`config.mk`:
```
export PLATFORM = sky130hd
export DESIGN_NAME = dbg_hex_rx
export DESIGN_NICKNAME = d
export VERILOG_FILES = /design/src/rtl/dbg_hex_rx_pkg.sv /design/src/rtl/dbg_fifo.sv /design/src/rtl/dbg_hex_rx.sv
export SDC_FILE = /design/constraint.sdc
export NUM_CORES = 1
export LEC_CHECK = 0
export CORE_MARGIN = 2
export CORE_UTILIZATION = 45
export CTS_BUF_LIST = sky130_fd_sc_hd__clkbuf_4 sky130_fd_sc_hd__clkbuf_8
export CTS_CLUSTER_DIAMETER = 100
export DETAILED_ROUTE_END_ITERATION = 7
export MAX_ROUTING_LAYER = met4
export SETUP_SLACK_MARGIN = 0.5
export SLEW_MARGIN = 20
export SYNTH_ARGS = -nofsm -noshare
export SYNTH_HDL_FRONTEND = slang
export SYNTH_SLANG_ARGS = --single-unit
export TNS_END_PERCENT = 100
```
`constraint.sdc`:
```
create_clock -name clk -period 9.4 [get_ports clk]
set_input_delay 0.94 -clock clk [delete_from_list [all_inputs] [get_ports clk]]
set_output_delay 0.94 -clock clk [all_outputs]
set_load 0.01 [all_outputs]
```
`src/rtl/dbg_hex_rx_pkg.sv`:
```
// rtl/dbg_hex_rx_pkg.sv - shared parser states, framing constants and hex decode
//
// Purpose: definitions shared by the debug hex receiver and its testbench.
//   state_t    : parser states S_TAG, S_NIB0, S_NIB1
//   CH_LF/CH_CR: resync bytes
//   hex_to_nib : ASCII hex digit -> {is_hex, nibble}; inverse of the transmitter's hdigit
package dbg_hex_rx_pkg;

  typedef enum logic [1:0] {
    S_TAG  = 2'd0,
    S_NIB0 = 2'd1,
    S_NIB1 = 2'd2
  } state_t;

  localparam logic [7:0] CH_LF = 8'h0A;
  localparam logic [7:0] CH_CR = 8'h0D;

  // 'A'-'F' and 'a'-'f' share low nibbles 1..6, so adding 9 yields 10..15
  // without needing the upper bits of the character.
  function automatic logic [4:0] hex_to_nib(input logic [7:0] c);
    logic [4:0] r;
    r = 5'h00;
    if (c >= 8'h30 && c <= 8'h39) begin
      r = {1'b1, c[3:0]};
    end else if ((c >= 8'h41 && c <= 8'h46) || (c >= 8'h61 && c <= 8'h66)) begin
      r = {1'b1, c[3:0] + 4'd9};
    end
    return r;
  endfunction

endpackage

```
`src/rtl/dbg_fifo.sv`:
```
// rtl/dbg_fifo.sv - synchronous first-word-fall-through FIFO
//
// Purpose: small FWFT queue for received debug words.
// Ports:
//   clk, resetn : clock, synchronous active-low reset (clears pointers)
//   push, din   : write request and data; accepted when not full, or when full with a pop
//   pop         : remove head; ignored when empty
//   full, empty : occupancy flags
//   head        : current head entry (valid while !empty)
module dbg_fifo #(
  parameter int WIDTH = 16,
  parameter int DEPTH = 16
) (
  input  logic             clk,
  input  logic             resetn,
  input  logic             push,
  input  logic [WIDTH-1:0] din,
  input  logic             pop,
  output logic             full,
  output logic             empty,
  output logic [WIDTH-1:0] head
);

  localparam int AW = $clog2(DEPTH);
  localparam int PW = AW + 1;

  logic [WIDTH-1:0] r_mem [DEPTH];
  logic [PW-1:0]    r_wptr;
  logic [PW-1:0]    r_rptr;
  logic             w_wr;
  logic             w_rd;

  // Pointers carry a wrap bit: equal means empty, same slot with
  // different wrap bits means full.
  assign empty = (r_wptr == r_rptr);
  assign full  = (r_wptr[AW] != r_rptr[AW]) && (r_wptr[AW-1:0] == r_rptr[AW-1:0]);
  assign head  = r_mem[r_rptr[AW-1:0]];

  // When full, a simultaneous pop frees the slot being written this edge.
  assign w_wr = push && (!full || pop);
  assign w_rd = pop && !empty;

  always_ff @(posedge clk) begin
    if (!resetn) begin
      r_wptr <= '0;
      r_rptr <= '0;
    end else begin
      if (w_wr) r_wptr <= r_wptr + PW'(1);
      if (w_rd) r_rptr <= r_rptr + PW'(1);
    end
  end

  always_ff @(posedge clk) begin
    if (w_wr) r_mem[r_wptr[AW-1:0]] <= din;
  end

endmodule

```
`src/rtl/dbg_hex_rx.sv`:
```
// rtl/dbg_hex_rx.sv - debug command receiver: tag + two hex digits -> queued 16-bit word
//
// Purpose: parses UART bytes framed as <tag><hex><hex> into {tag, value} words
// and queues them in a FWFT FIFO for the core's debug input.
// Build option: define DBG_RX_STATS_EN to implement err_count/drop_count;
// otherwise both ports read 0 and the counters are not built.
// Ports:
//   clk, resetn           : clock, synchronous active-low reset
//   rx_valid, rx_byte     : one-cycle strobe with received byte
//   out_valid, out_ready  : head word available / consumer pops it
//   out_word              : [15:8] tag, [7:0] decoded value (0 when empty)
//   err_count             : malformed or timed-out frames, saturating
//   drop_count            : complete frames lost to a full FIFO, saturating
module dbg_hex_rx
  import dbg_hex_rx_pkg::*;
#(
  parameter int DEPTH   = 16,
  parameter int TIMEOUT = 100000
) (
  input  logic        clk,
  input  logic        resetn,
  input  logic        rx_valid,
  input  logic [7:0]  rx_byte,
  output logic        out_valid,
  input  logic        out_ready,
  output logic [15:0] out_word,
  output logic [7:0]  err_count,
  output logic [7:0]  drop_count
);

  localparam int            TW       = $clog2(TIMEOUT);
  localparam logic [TW-1:0] TMO_LAST = TW'(TIMEOUT - 1);

  state_t        r_state;
  state_t        w_next_state;
  logic [7:0]    r_tag;
  logic [3:0]    r_hi;
  logic [TW-1:0] r_tmo;

  logic          w_crlf;
  logic [4:0]    w_dec;
  logic          w_is_hex;
  logic [3:0]    w_nib;
  logic          w_tmo_hit;
  logic          w_push;
  logic          w_fifo_push;
  logic          w_pop;
  logic          w_full;
  logic          w_empty;
  logic [15:0]   w_head;

  assign w_crlf    = (rx_byte == CH_LF) || (rx_byte == CH_CR);
  assign w_dec     = hex_to_nib(rx_byte);
  assign w_is_hex  = w_dec[4];
  assign w_nib     = w_dec[3:0];
  assign w_tmo_hit = (r_tmo == TMO_LAST);

  always_ff @(posedge clk) begin
    if (!resetn) r_state <= S_TAG;
    else         r_state <= w_next_state;
  end

  // CR/LF is never hex, so in the digit states it falls into the "not a
  // digit" branch and returns to S_TAG; only the error tally tells it apart.
  always_comb begin
    w_next_state = r_state;
    w_push       = 1'b0;
    case (r_state)
      S_TAG: begin
        if (rx_valid && !w_crlf) w_next_state = S_NIB0;
      end
      S_NIB0: begin
        if (rx_valid)       w_next_state = w_is_hex ? S_NIB1 : S_TAG;
        else if (w_tmo_hit) w_next_state = S_TAG;
      end
      S_NIB1: begin
        if (rx_valid) begin
          w_next_state = S_TAG;
          w_push       = w_is_hex;
        end else if (w_tmo_hit) begin
          w_next_state = S_TAG;
        end
      end
      default: w_next_state = S_TAG;
    endcase
  end

  // The inter-byte timer idles at zero in S_TAG and restarts on every strobe.
  always_ff @(posedge clk) begin
    if (!resetn) begin
      r_tag <= 8'h00;
      r_hi  <= 4'h0;
      r_tmo <= '0;
    end else begin
      if (r_state == S_TAG && rx_valid && !w_crlf) r_tag <= rx_byte;
      if (r_state == S_NIB0 && rx_valid && w_is_hex) r_hi <= w_nib;
      if (rx_valid || r_state == S_TAG) r_tmo <= '0;
      else                              r_tmo <= r_tmo + TW'(1);
    end
  end

  assign w_pop       = out_ready && !w_empty;
  assign w_fifo_push = w_push && (!w_full || w_pop);

  dbg_fifo #(
    .WIDTH (16),
    .DEPTH (DEPTH)
  ) u_fifo (
    .clk    (clk),
    .resetn (resetn),
    .push   (w_fifo_push),
    .din    ({r_tag, r_hi, w_nib}),
    .pop    (w_pop),
    .full   (w_full),
    .empty  (w_empty),
    .head   (w_head)
  );

  assign out_valid = !w_empty;
  assign out_word  = w_empty ? 16'h0000 : w_head;

`ifdef DBG_RX_STATS_EN
  logic       w_err;
  logic       w_drop;
  logic [7:0] r_err;
  logic [7:0] r_drop;

  // An abort is any exit from a digit state that neither completes the
  // frame nor is a CR/LF resync.
  assign w_err  = (r_state != S_TAG) && (w_next_state == S_TAG) && !w_push &&
                  !(rx_valid && w_crlf);
  assign w_drop = w_push && !w_fifo_push;

  always_ff @(posedge clk) begin
    if (!resetn) begin
      r_err  <= 8'h00;
      r_drop <= 8'h00;
    end else begin
      if (w_err && r_err != 8'hFF)   r_err  <= r_err + 8'd1;
      if (w_drop && r_drop != 8'hFF) r_drop <= r_drop + 8'd1;
    end
  end

  assign err_count  = r_err;
  assign drop_count = r_drop;
`else
  assign err_count  = 8'h00;
  assign drop_count = 8'h00;
`endif

endmodule

```
==> impl_metrics.yaml <==
outcome:
  outcome: "finished, violations left"
  violations: "DRC"
layout:
  instances_no_fill: 1082
  syn_to_final_growth_pct: 12.81
  multi_input_area_mm2: 0.003231
  n_antenna_cell: 0
  nets: 736
  register_area_mm2: 0.008593
  final_core_util: 0.5179
  final_layout_size_suffix_gt1_frac: 0.2544
  nFillCells: 2143
global_routing:
  overflow: 0
  antenna_found_initial: 0
  grt_pass1_wl_mm: 37.96
  grt_pass1_vias: 6409
  grt_max_degree: 65
  grt_usage: 0.1840
floorplan:
  io_pins: 45
  dieArea_mm2: 0.02798
  die_w_um: 167.3
  die_y_um: 167.3
  rows: 59
  start_util: 0.4591
  core_area_mm2: 0.02613
sta:
  fin_setup_tns_ns: 0
  relSlewSlack: 0.2817
  hold_viol: 0
  post-route-period-util: 0.5040
  tightest_slew_ns: 1.076
  rsz0062_at_grt: "no"
  fmax_mhz: 211.1
  finClkSkew_ns: 0.02014
  setup_viol: 0
  maxSlewViolCount: 0
  period_needed_ns: 4.737
place:
  dpl.cell_count: 999
  io_buffers: 28
  gp_congestion: 0.8021
  dp_hpwl_mm: 15.21
power:
  vdd_drop_max_mv: 0.1063
  power_per_cell_area_mw_per_mm2: 185.3
  leakagePower_uw: 0.004030
drt:
  dr.pass1.iters: 7
  routed_wl_mm: 24.22
  vias: 6039
  vias_per_cell: 5.581
  drtIter0Drc: 578
  route.detailed.drc: 2
  antenna_left: 0
  routedWlPerCell_um: 22.38
synth:
  yosysWarnings: 0
  synth_edf_count: 256
  ys_seq_area_frac: 0.7158
  synth_area_mm2: 0.01200
  synthArstFlopShare: 0
  synth_cells: 652
  ys_ff_latch: 301
  synthFlopType: "edfxtp_1"
  yosysUniqueCellTypes: 43
  synth_area_per_cell_um2: 18.40
min_path:
  min_to: "r_tmo[0]"
  hold_class: "reg2reg"
  worst_hold_path.num_cells: 1
  min_from: "r_tmo[0]"
clock_tree:
  cts_buffers: 48
  ctsHoldBuffers: 0
  cts_tree: "done"
  cts.sink_count: 301
  ctsResizeCount: 0
  cts_root_buffer: "clkbuf_8"
  htreeDepth: 2
  clock_latency_ns: 0.56
  post-cts-setup-buffer-count: 0
  cts.reportedPaths.clkPinSlew_ns: 0.06
  cts_buffer_depth: 3
worst_setup_path:
  crit_path_end_kind: "primary output"
  path_class: "reg2out"
  startpoint_type: "flip-flop"
  crit_arrival_ns: 3.80
  worstRegToRegCells: 6
  required_ns: 8.46
  r2r-start: "u_fifo.r_wptr[2]"
  worstReg2RegEnd: "u_fifo.r_mem[9][5]"
  crit_fanout: 41
  rrSetupSlack_ns: 5.98
job:
  maxCapViolCount: 0
power breakdown:
group / total (µW) / leakage (µW) / switching (µW) / internal [µW]
Clock: 1020 / 0.000456 / 488 / 531
Sequential: 1460 / 0.00253 / 13.3 / 1450
Combinational: 30.2 / 0.00104 / 19.3 / 10.9
final cells by class:
cell class / instances / area share
sequential: 301 / 0.6349
clock buffer: 61 / 0.05649
tap: 335 / 0.03097
timing repair buffer: 41 / 0.02792
multi-input combinational: 310 / 0.2387
inverter: 12 / 0.003328
clock inverter: 22 / 0.007673
kinds of logic (layout without fill, tap and decap cells):
| logic type | Yosys count | after routing | share of synthesized area |
|---|---|---|---|
| mux | 89 | 89 | 0.1578 |
| buf+inv | 56 | 136 | 0.02451 |
| simple gates | 135 | 135 | 0.05371 |
| compound gates | 35 | 35 | 0.01919 |
| xor+xnor | 25 | 25 | 0.01825 |
| flops | 301 | 301 | 0.7158 |
| other cells | 1 | 16 | 0.0003126 |
| fa+ha+maj | 10 | 10 | 0.01043 |
sequential cells by signal, summed over array words and instances, names as in the netlist, named ones only:
| signal | flops |
|---|---|
| r_hi | 4 |
| u_fifo.r_mem | 256 |
| u_fifo.r_wptr | 5 |
| r_tmo | 17 |
| u_fifo.r_rptr | 5 |
| r_state | 2 |
| r_tag | 8 |
stage by stage:
step	total power, µW	cell area (µm²)	setup slack [ns]	hold WS (ns)
2_1_floorplan	1503	12050	5.222	0.4175
3_3_place_gp	1514	12660	4.570	0.4304
3_5_place_dp	1516	12660	4.462	0.4383
4_1_cts	2534	13530	4.528	0.4528
5_1_grt	2599	13530	4.394	0.4836
6_report	2508	13530	4.663	0.4509
worst max-delay path, stage by stage (launching register included):
cell,delay (ns)
dfxtp_4,0.66
buf_4,0.75
mux4_2,0.63
mux4_2,0.48
and2_1,0.19
clkdlybuf4s50_1,0.48
Yosys cell counts, drive strengths merged (2+ instances only):
cell type  number  share of area
o31ai           2         0.0013
and2           16         0.0083
nand4           2         0.0010
nor4            7         0.0036
clkbuf         17         0.0053
nor3            8         0.0033
nand3          16         0.0067
nand2          25         0.0078
mux4           80           0.15
a31oi           6         0.0036
ha             10          0.010
dfxtp          45          0.075
edfxtp        256           0.64
nor2           49          0.015
xor2           13         0.0095
mux2i           8         0.0067
inv            12         0.0038
or3             3         0.0017
xnor2          12         0.0088
buf            27          0.015
a21oi          12         0.0050
o21ai           6         0.0025
nand2b          4         0.0021
and3            2         0.0010
how the worst max path moves through the flow:
stage	to	startpoint	slack (ns)
6_report	out_word[4]	flip-flop	4.66
3_5_place_dp	u_fifo.r_mem[8][7]	rx_byte[0]	4.46
5_1_grt	out_word[4]	flip-flop	4.39
2_1_floorplan	u_fifo.r_mem[0][0]	rx_byte[0]	5.22
3_3_place_gp	u_fifo.r_mem[9][10]	rx_byte[0]	4.57
4_1_cts	out_word[4]	flip-flop	4.53
per-layer routing:
metal / track usage / share of wire
met5: - / 0
met2: 0.2887 / 0.49
met4: 0.04688 / 0.013
met3: 0.03829 / 0.055
met1: 0.2494 / 0.44
layout by cell type, fill, tap and decap left out, types with 5 or more instances in the layout:
cell / count
o21ai_0: 6
nand2_1: 25
nand3_1: 16
nor2_1: 38
inv_1: 12
dfxtp_1: 43
and2_1: 16
mux4_2: 80
ha_1: 10
xor2_1: 13
nor3_2: 5
conb_1: 16
xnor2_1: 12
nor2_2: 10
a31oi_1: 5
mux2i_1: 8
a21oi_1: 12
clkbuf_8: 49
nor4_1: 7
edfxtp_1: 256
buf_4: 13
clkbuf_4: 12
clkinv_2: 8
clkinv_1: 11
clkdlybuf4s50_1: 28
Note: power is estimated with default switching activity, not from simulation.
